$ cat src/rtl/systolic_fpga_example_axis_gen_pkg.sv
// Shared types and constants for the systolic example AXI4-Stream generator:
// FSM encoding, lane-count derivation and the all-ones tkeep constant.
`default_nettype none

package systolic_fpga_example_axis_gen_pkg;

  typedef enum logic [1:0] {
    ST_IDLE = 2'd0,
    ST_RUN  = 2'd1,
    ST_DONE = 2'd2
  } state_e;

  // Widest supported tkeep (1024-bit tdata); the top slices what it needs.
  localparam int                      KEEP_MAX_W    = 128;
  localparam logic [KEEP_MAX_W-1:0]   KEEP_ALL_ONES = '1;

  function automatic int lanes_of(input int data_w, input int lane_w);
    return data_w / lane_w;
  endfunction

endpackage

`default_nettype wire

$ cat src/rtl/systolic_fpga_example_axis_gen_if.sv
// AXI4-Stream bundle between the generator (master) and its sink (slave).
`default_nettype none

interface systolic_fpga_example_axis_gen_if #(
  parameter int DW = 512
);
  logic            tvalid;
  logic            tready;
  logic [DW-1:0]   tdata;
  logic [DW/8-1:0] tkeep;
  logic            tlast;

  modport master (output tvalid, tdata, tkeep, tlast, input  tready);
  modport slave  (input  tvalid, tdata, tkeep, tlast, output tready);
endinterface

`default_nettype wire

$ cat src/rtl/systolic_fpga_example_axis_gen_lane.sv
// One pattern lane: loads seed+INDEX on start, then steps by LANES per handshake.
`default_nettype none

module systolic_fpga_example_axis_gen_lane #(
  parameter int W     = 32,
  parameter int LANES = 16,
  parameter int INDEX = 0
) (
  input  logic         clk,
  input  logic         rst_n,
  input  logic         load_i,
  input  logic         adv_i,
  input  logic [W-1:0] seed_i,
  output logic [W-1:0] lane_o
);

  logic [W-1:0] lane_q;

  always_ff @(posedge clk or negedge rst_n) begin
    if (!rst_n) begin
      lane_q <= '0;
    end else if (load_i) begin
      lane_q <= seed_i + W'(INDEX);
    end else if (adv_i) begin
      lane_q <= lane_q + W'(LANES);
    end
  end

  assign lane_o = lane_q;

endmodule

`default_nettype wire

$ cat src/rtl/systolic_fpga_example_axis_gen.sv
// AXI4-Stream traffic generator emitting ctrl_length lane-incrementing beats.
// Optional stall counter: define SYSTOLIC_AXIS_GEN_STALL_CNT_EN.
`default_nettype none

module systolic_fpga_example_axis_gen
  import systolic_fpga_example_axis_gen_pkg::*;
#(
  parameter int C_AXIS_TDATA_WIDTH = 512,
  parameter int C_ADDER_BIT_WIDTH  = 32,
  parameter int C_LENGTH_WIDTH     = 32
) (
  input  logic                         m_axis_aclk,
  input  logic                         m_axis_aresetn,
  input  logic                         ctrl_start,
  input  logic [C_LENGTH_WIDTH-1:0]    ctrl_length,
  input  logic [C_ADDER_BIT_WIDTH-1:0] ctrl_seed,
  output logic                         ctrl_busy,
  output logic                         ctrl_done,
  output logic [31:0]                  stat_stall_cycles,
  systolic_fpga_example_axis_gen_if.master m_axis
);

  localparam int LANES = lanes_of(C_AXIS_TDATA_WIDTH, C_ADDER_BIT_WIDTH);
  localparam int KW    = C_AXIS_TDATA_WIDTH / 8;

  state_e                      state_q, state_d;
  logic [C_LENGTH_WIDTH-1:0]   remaining_q, remaining_d;
  logic                        accept;
  logic                        valid;
  logic                        handshake;
  logic [C_AXIS_TDATA_WIDTH-1:0] tdata_w;

  assign accept    = (state_q == ST_IDLE) && ctrl_start;
  assign valid     = (state_q == ST_RUN);
  assign handshake = valid && m_axis.tready;

  always_ff @(posedge m_axis_aclk or negedge m_axis_aresetn) begin
    if (!m_axis_aresetn) begin
      state_q     <= ST_IDLE;
      remaining_q <= '0;
    end else begin
      state_q     <= state_d;
      remaining_q <= remaining_d;
    end
  end

  always_comb begin
    state_d     = state_q;
    remaining_d = remaining_q;
    case (state_q)
      ST_IDLE: begin
        if (ctrl_start) begin
          remaining_d = ctrl_length;
          state_d     = (ctrl_length == '0) ? ST_DONE : ST_RUN;
        end
      end
      ST_RUN: begin
        if (handshake) begin
          remaining_d = remaining_q - C_LENGTH_WIDTH'(1);
          if (remaining_q == C_LENGTH_WIDTH'(1)) begin
            state_d = ST_DONE;
          end
        end
      end
      ST_DONE: state_d = ST_IDLE;
      default: state_d = ST_IDLE;
    endcase
  end

  generate
    for (genvar gi = 0; gi < LANES; gi++) begin : g_lane
      systolic_fpga_example_axis_gen_lane #(
        .W     (C_ADDER_BIT_WIDTH),
        .LANES (LANES),
        .INDEX (gi)
      ) u_lane (
        .clk    (m_axis_aclk),
        .rst_n  (m_axis_aresetn),
        .load_i (accept),
        .adv_i  (handshake),
        .seed_i (ctrl_seed),
        .lane_o (tdata_w[gi*C_ADDER_BIT_WIDTH +: C_ADDER_BIT_WIDTH])
      );
    end
  endgenerate

  // All payload fields derive from registered state, so they are stable
  // until the handshake and tvalid never sees tready combinationally.
  assign m_axis.tvalid = valid;
  assign m_axis.tdata  = tdata_w;
  assign m_axis.tkeep  = valid ? KEEP_ALL_ONES[KW-1:0] : KW'(0);
  assign m_axis.tlast  = valid && (remaining_q == C_LENGTH_WIDTH'(1));
  assign ctrl_busy     = valid;
  assign ctrl_done     = (state_q == ST_DONE);

`ifdef SYSTOLIC_AXIS_GEN_STALL_CNT_EN
  logic [31:0] stall_q;

  always_ff @(posedge m_axis_aclk or negedge m_axis_aresetn) begin
    if (!m_axis_aresetn) begin
      stall_q <= '0;
    end else if (accept) begin
      stall_q <= '0;
    end else if (valid && !m_axis.tready && (stall_q != 32'hFFFF_FFFF)) begin
      stall_q <= stall_q + 32'd1;
    end
  end

  assign stat_stall_cycles = stall_q;
`else
  assign stat_stall_cycles = 32'd0;
`endif

endmodule

`default_nettype wire
$ cat src/flat_wrapper.sv
// flat-port wrapper written by rule: the top's interface ports become plain ports
module systolic_fpga_example_axis_gen_flat import systolic_fpga_example_axis_gen_pkg::*;
#(
  parameter int C_AXIS_TDATA_WIDTH = 512,
  parameter int C_ADDER_BIT_WIDTH  = 32,
  parameter int C_LENGTH_WIDTH     = 32
)
  (m_axis_aclk, m_axis_aresetn, ctrl_start, ctrl_length, ctrl_seed, ctrl_busy, ctrl_done, stat_stall_cycles, m_axis_tvalid, m_axis_tdata, m_axis_tkeep, m_axis_tlast, m_axis_tready);
  systolic_fpga_example_axis_gen_if m_axis_i ();
  input  logic m_axis_aclk;
  input  logic m_axis_aresetn;
  input  logic ctrl_start;
  input  logic [C_LENGTH_WIDTH-1:0] ctrl_length;
  input  logic [C_ADDER_BIT_WIDTH-1:0] ctrl_seed;
  output logic ctrl_busy;
  output logic ctrl_done;
  output logic [31:0] stat_stall_cycles;
  output wire logic [$bits(m_axis_i.tvalid)-1:0] m_axis_tvalid;
  output wire logic [$bits(m_axis_i.tdata)-1:0] m_axis_tdata;
  output wire logic [$bits(m_axis_i.tkeep)-1:0] m_axis_tkeep;
  output wire logic [$bits(m_axis_i.tlast)-1:0] m_axis_tlast;
  input wire logic [$bits(m_axis_i.tready)-1:0] m_axis_tready;
  assign m_axis_tvalid = m_axis_i.tvalid;
  assign m_axis_tdata = m_axis_i.tdata;
  assign m_axis_tkeep = m_axis_i.tkeep;
  assign m_axis_tlast = m_axis_i.tlast;
  assign m_axis_i.tready = m_axis_tready;
  systolic_fpga_example_axis_gen #(.C_AXIS_TDATA_WIDTH(C_AXIS_TDATA_WIDTH), .C_ADDER_BIT_WIDTH(C_ADDER_BIT_WIDTH), .C_LENGTH_WIDTH(C_LENGTH_WIDTH)) u_core (.m_axis_aclk(m_axis_aclk), .m_axis_aresetn(m_axis_aresetn), .ctrl_start(ctrl_start), .ctrl_length(ctrl_length), .ctrl_seed(ctrl_seed), .ctrl_busy(ctrl_busy), .ctrl_done(ctrl_done), .stat_stall_cycles(stat_stall_cycles), .m_axis(m_axis_i));
endmodule
$ cat config.mk
export PLATFORM = sky130hd
export DESIGN_NAME = systolic_fpga_example_axis_gen_flat
export DESIGN_NICKNAME = d
export VERILOG_FILES = /design/src/rtl/systolic_fpga_example_axis_gen_pkg.sv /design/src/rtl/systolic_fpga_example_axis_gen_if.sv /design/src/rtl/systolic_fpga_example_axis_gen_lane.sv /design/src/rtl/systolic_fpga_example_axis_gen.sv /design/src/flat_wrapper.sv
export SDC_FILE = /design/constraint.sdc
export NUM_CORES = 2
export LEC_CHECK = 0
export CAP_MARGIN = 20
export CORE_MARGIN = 2
export CORE_UTILIZATION = 36
export CTS_CLUSTER_DIAMETER = 40
export DETAILED_ROUTE_END_ITERATION = 8
export GPL_TIMING_DRIVEN = 1
export PLACE_DENSITY = 0.67
export SYNTH_ARGS = -nofsm -noshare
export SYNTH_HDL_FRONTEND = slang
export SYNTH_HIERARCHICAL = 1
export SYNTH_SLANG_ARGS = --single-unit
export TNS_END_PERCENT = 5
$ cat constraint.sdc
create_clock -name m_axis_aclk -period 4.18 [get_ports m_axis_aclk]
set_input_delay 0.627 -clock m_axis_aclk [delete_from_list [all_inputs] [get_ports m_axis_aclk]]
set_output_delay 0.627 -clock m_axis_aclk [all_outputs]
set_load 0.05 [all_outputs]
; Word-level counts from Yosys, hierarchy flattened
; Cells that the tools add are included.
[op_classes]
add_sub_neg = 32
eq_ne = 6
muxes = 41
reduce_logical = 9
[ops]
columns = op, n
row1 = 32-bit two-way mux, 34
row2 = "32-bit by 5-bit adder with 32-bit output, second input constant", 16
row3 = "32-bit by 4-bit adder with 32-bit output, second input constant", 8
row4 = "32-bit by 3-bit adder with 32-bit output, second input constant", 4
row5 = "32-bit by 2-bit adder with 32-bit output, second input constant", 2
row6 = 64-bit two-way mux, 1
row7 = 32-bit one-hot mux with 2 select lines, 1
row8 = "32-bit by 1-bit adder with 32-bit output, second input constant", 1
row9 = "32-bit by 1-bit equality test with 1-bit output, second input constant", 1
row10 = 32-bit logical NOT, 1
row11 = "32-bit by 1-bit subtractor with 32-bit output, second input constant", 1
row12 = 2-bit two-way mux, 4
row13 = "2-bit inequality test, second input constant", 3
row14 = 3-bit AND reduction, 2
row15 = 2-bit one-hot mux with 2 select lines, 1
row16 = 2-bit nonzero test, 2
row17 = 1-bit logical AND, 3
row18 = "2-bit by 1-bit equality test with 1-bit output, second input constant", 1
row19 = "2-bit equality test, second input constant", 1
row20 = 2-bit logical NOT, 1
[word_totals]
regBits = 546
elab_cells = 106

; Depth between registers and ports, before layout
[logic_depth]
ltp_word = 4
mapped_depth = 11
depth_no_buf = 8

; Hierarchy
; Netlist, hierarchy kept.
[by_module_without_submodules]
columns = mod, instances, cells_each, area_per_inst_um2, seq_area_each_um2
row1 = systolic_fpga_example_axis_gen, 1, 380, 3079.2, 850.8
row2 = systolic_fpga_example_axis_gen_lane at u_core.g_lane[3].u_lane, 1, 267, 2378.5, 800.8
row3 = systolic_fpga_example_axis_gen_lane at u_core.g_lane[7].u_lane, 1, 255, 2362.3, 800.8
row4 = systolic_fpga_example_axis_gen_lane at u_core.g_lane[5].u_lane, 1, 259, 2344.7, 800.8
row5 = systolic_fpga_example_axis_gen_lane at u_core.g_lane[14].u_lane, 1, 265, 2337.2, 800.8
row6 = systolic_fpga_example_axis_gen_lane at u_core.g_lane[11].u_lane, 1, 247, 2326.0, 800.8
row7 = systolic_fpga_example_axis_gen_lane at u_core.g_lane[15].u_lane, 1, 248, 2323.5, 800.8
row8 = systolic_fpga_example_axis_gen_lane at u_core.g_lane[2].u_lane, 1, 242, 2308.5, 800.8
row9 = systolic_fpga_example_axis_gen_lane at u_core.g_lane[10].u_lane, 1, 248, 2293.4, 800.8
row10 = systolic_fpga_example_axis_gen_lane at u_core.g_lane[4].u_lane, 1, 246, 2293.4, 800.8
row11 = systolic_fpga_example_axis_gen_lane at u_core.g_lane[1].u_lane, 1, 241, 2285.9, 800.8
row12 = systolic_fpga_example_axis_gen_lane at u_core.g_lane[13].u_lane, 1, 249, 2284.7, 800.8
row13 = systolic_fpga_example_axis_gen_lane at u_core.g_lane[9].u_lane, 1, 245, 2282.2, 800.8
row14 = systolic_fpga_example_axis_gen_lane at u_core.g_lane[6].u_lane, 1, 247, 2279.7, 800.8
row15 = +3 rows, --, --, --, --

; Least setup slack after synthesis
; No wires, ideal clock.
[synth_timing]
path_type = input to register
startpoint = input port m_axis_tready
endpoint = register u_core.g_lane[14].u_lane.lane_q[29]
setup_time_ps = 138
arrival_ps = 4488
t_required_ps = 4042
path_slack_ps = -446
stages = 10
n_path_buf = 2
path_cell_list = mux2i_1 -> or2_2 -> clkbuf_1 -> nor2_1 -> buf_2 -> and4_1 -> nand4_1 -> nor4b_1 -> xnor2_1 -> mux2i_1
[synth_via]
elab_chain_len = 2
[synth_lines]
columns = element, line_no
row1 = start: declaration, flat_wrapper.sv:22  ; input wire logic [$bits(m_axis_i.tready)-1:0] m_axis_tready;
row2 = 1-bit logical AND, systolic_fpga_example_axis_gen.sv:35  ; assign handshake = valid && m_axis.tready;
row3 = net u_core.handshake, systolic_fpga_example_axis_gen.sv:30  ; logic handshake;
row4 = 2-bit nonzero test (no line), --
row5 = end signal: assignment, systolic_fpga_example_axis_gen_lane.sv:23  ; lane_q <= seed_i + W'(INDEX);
row6 = end signal: assignment, systolic_fpga_example_axis_gen_lane.sv:25  ; lane_q <= lane_q + W'(LANES);
row7 = end: declaration, systolic_fpga_example_axis_gen_lane.sv:17  ; logic [W-1:0] lane_q;
; The timed path passes the listed nets, and every way through them passes these cells.
; A chain may end at the register's enable or synchronous reset.

; Worst setup path in the final report
[layout_timing]
startpoint = register u_core.remaining_q[12]
endpoint = output port m_axis_tlast
[layout_via]
elab_chain_len = 2
[layout_lines]
columns = element, line_no
row1 = start: declaration, systolic_fpga_example_axis_gen.sv:27  ; logic [C_LENGTH_WIDTH-1:0] remaining_q, remaining_d;
row2 = start signal: assignment, systolic_fpga_example_axis_gen.sv:43  ; remaining_q <= remaining_d;
row3 = 32-bit by 1-bit equality test with 1-bit output, systolic_fpga_example_axis_gen.sv:92  ; assign m_axis.tlast = valid && (remaining_q == C_LENGTH_WIDTH'(1));
row4 = 1-bit logical AND, systolic_fpga_example_axis_gen.sv:92
row5 = end: declaration, flat_wrapper.sv:21  ; output wire logic [$bits(m_axis_i.tlast)-1:0] m_axis_tlast;
; No other way between the ends.

==> impl_metrics.tcl <==
set metrics [dict create \
    clock_latency_ns 0.72 \
    cts-root-buf "clkbuf_16" \
    path_clk_slew_ns 0.05 \
    tightest_slew_ns 1.17 \
    initial_utilization_pct 36.3 \
    peakVddDrop_mv 0.744 \
    cts_sinks 546 \
    fin_crit_sh_pct 87.1 \
    track_usage_pct 26.8 \
    ios 680 \
    critPathMaxFanout 5 \
    io_buffers 647 \
    rr_startpoint "u_core/state_q[0]" \
    slew_viol_final 0 \
    ys_seq_area_share_pct 34.7 \
    leakage_nw 19.4 \
    grt_max_degree 97 \
    grt-ovfl-total 0 \
    fillers 10100 \
    yosysTopAreaCellShare_pct 34.7 \
    grt_setup_unrepaired "no" \
    synth_cell_type_count 94 \
    power.density_nw_per_um2 846 \
    area_growth_syn_to_layout_pct 31.6 \
    vias 37400 \
    hold_viol_final 0 \
    dpl.cell_count 6324 \
    dieWidth_um 335 \
    grt_antenna_before_repair 5 \
    yosysTopAreaCell "dfrtp_1" \
    die_y_um 335 \
    numCtsBuffers 111 \
    synth_edf_count 0 \
    final_common_cell "clkdlybuf4s50_1" \
    drtPass1Iterations 7 \
    grt_pass1_vias 36000 \
    antenna_left 0 \
    relSlewSlack_pct 22.1 \
    finalSetupTns_ns 0 \
    place_hpwl_mm 109 \
    row_count 121 \
    drive_gt1_share_pct 11.3 \
    syn_avg_cell_area_um2 9.12 \
    whs_ns 0.0275 \
    postCtsSetupRepairBufs 0 \
    layoutNonFillerInstCount 6535 \
    maxCapViolations 0 \
    critPathCaptureType "output pin" \
    fmax_ghz 0.275 \
    crit_required_ns 3.55 \
    min_period_ns 3.64 \
    async_reset_ff_share_pct 100 \
    clockBufferDepth 3 \
    place_area_um2 47900 \
    outcome "finished, final reports clean" \
    core_area_um2 109000 \
    final_cell_mix "613 x clkdlybuf4s50_1, 546 x dfrtp_1, 496 x xor2_1" \
    floorplan.die_area_um2 112000 \
    synthesis.area_um2 39400 \
    wl_per_cell_um 23.9 \
    p_total_mw 43.9 \
    cts_tree "built" \
    netlist_instances 4320 \
    reg2reg_slack_ns 1.28 \
    hp-class "in2async" \
    clock_skew_ns 0.0366 \
    drc 0 \
    cts_resized 0 \
    critical_path.startpoint_type "register" \
    setup_viol 0 \
    cts-htree-levels 3 \
    synth_ff_type "dfrtp_1" \
    grt_pass1_wl_mm 230 \
    cts_hold_buffers 0 \
    vias_per_cell 5.72 \
    final_area_um2 51900 \
    ys_warn_count 6 \
    ys_top_cells_by_area "dfrtp_1 35%, xor2_1 11%, xnor2_1 7.4%" \
    nets 5124 \
    r2r_cells 9 \
    routabilityCongestion 0.930 \
    synth_seq_cells 546 \
    path_class "reg2out" \
    wl_mm 156 \
    initialDrtViolationCount 3891 \
    arrival_ns 3.01 \
    reg2reg_to "u_core/g_lane[6].u_lane/lane_o[30]" \
]
==> how the worst max path moves through the flow <==
stage / slack, ns / cells past startpoint / end / from
floorplan: 0.28 / 5 / m_axis_tkeep[0] / u_core/state_q[1]
global placement: 0.66 / 10 / u_core/g_lane[6].u_lane/lane_o[30] / m_axis_tready
detailed placement: 0.56 / 10 / u_core/g_lane[6].u_lane/lane_o[30] / m_axis_tready
CTS: 0.07 / 6 / m_axis_tlast / u_core/remaining_q[12]
global route: 0.31 / 6 / m_axis_tlast / u_core/remaining_q[12]
finish: 0.54 / 6 / m_axis_tlast / u_core/remaining_q[12]
==> area by class of cell <==
class	instances	area [um2]	share of cell area (%)
inverters	98	377	0.726
multi-input cells	3454	24100	46.4
clock inverters	78	1010	1.95
clock buffers	130	3000	5.78
diodes	3	7.51	0.0145
well taps	1414	1770	3.41
flip-flops and latches	546	13700	26.3
repair buffers	812	7970	15.4
==> report_power, final <==
group	internal (mW)	total, mW	switching, mW
combinational	7.47	22.3	14.9
sequential	7.95	12.0	4.06
clock	6.13	9.54	3.41
==> worst max-delay path: stages, from the launching register on <==
cell and delay, ns:
dfrtp_1 0.45, nor4_1 0.46, nand4_1 0.19, nor4_1 0.42, nand2_1 0.14, nor2_1 0.20
dlymetal6s2s_1 0.46
==> sequential cells by signal (all words and copies together), names as in the netlist <==
| signal | cells |
|---|---|
| u_core/remaining_q | 32 |
| u_core/state_q | 2 |
| u_core/g_lane.u_lane/lane_o | 512 |
==> cell usage after synthesis (84+ instances only) <==
cell type    n
xor2_1     496
nor2_1     273
a21oi_1    152
nor3_1     134
nand3_1    302
o21ai_0    113
inv_1       96
buf_4      105
clkbuf_1    90
nand2_1    367
nand4_1    271
and4_1      84
and3_1     119
dfrtp_1    546
xnor2_1    333
mux2i_1    274
==> through the flow <==
stage,util [%],setup slack [ns]
after floorplan,-,0.275
after global placement,44.0,0.662
after detailed placement,44.0,0.564
after CTS,47.7,0.0683
after global routing,47.7,0.311
final,47.7,0.539
==> metal layers <==
| metal | part of all wire (%) | GRT usage, % | routed length (um) |
|---|---|---|---|
| met1 | 39 | 34.0 | 61500 |
| met3 | 11 | 8.02 | 17000 |
| met2 | 45 | 42.5 | 71000 |
| met4 | 4.3 | 10.8 | 6740 |
| met5 | 0.0096 | 0 | 15 |
==> kinds of logic (layout without fill, tap and decap cells) <==
kind of cell	Yosys count	count (layout)	share of synthesized area [%]
xor+xnor	829	829	18.4
compound gates	383	383	5.69
buf+inv	351	1118	4.56
other cells	1	35	0.00951
flops	546	546	34.7
fa+ha+maj	33	33	1.05
mux	316	316	8.16
simple gates	1861	1861	27.4
No activity file was read; power rests on OpenSTA's default activity.
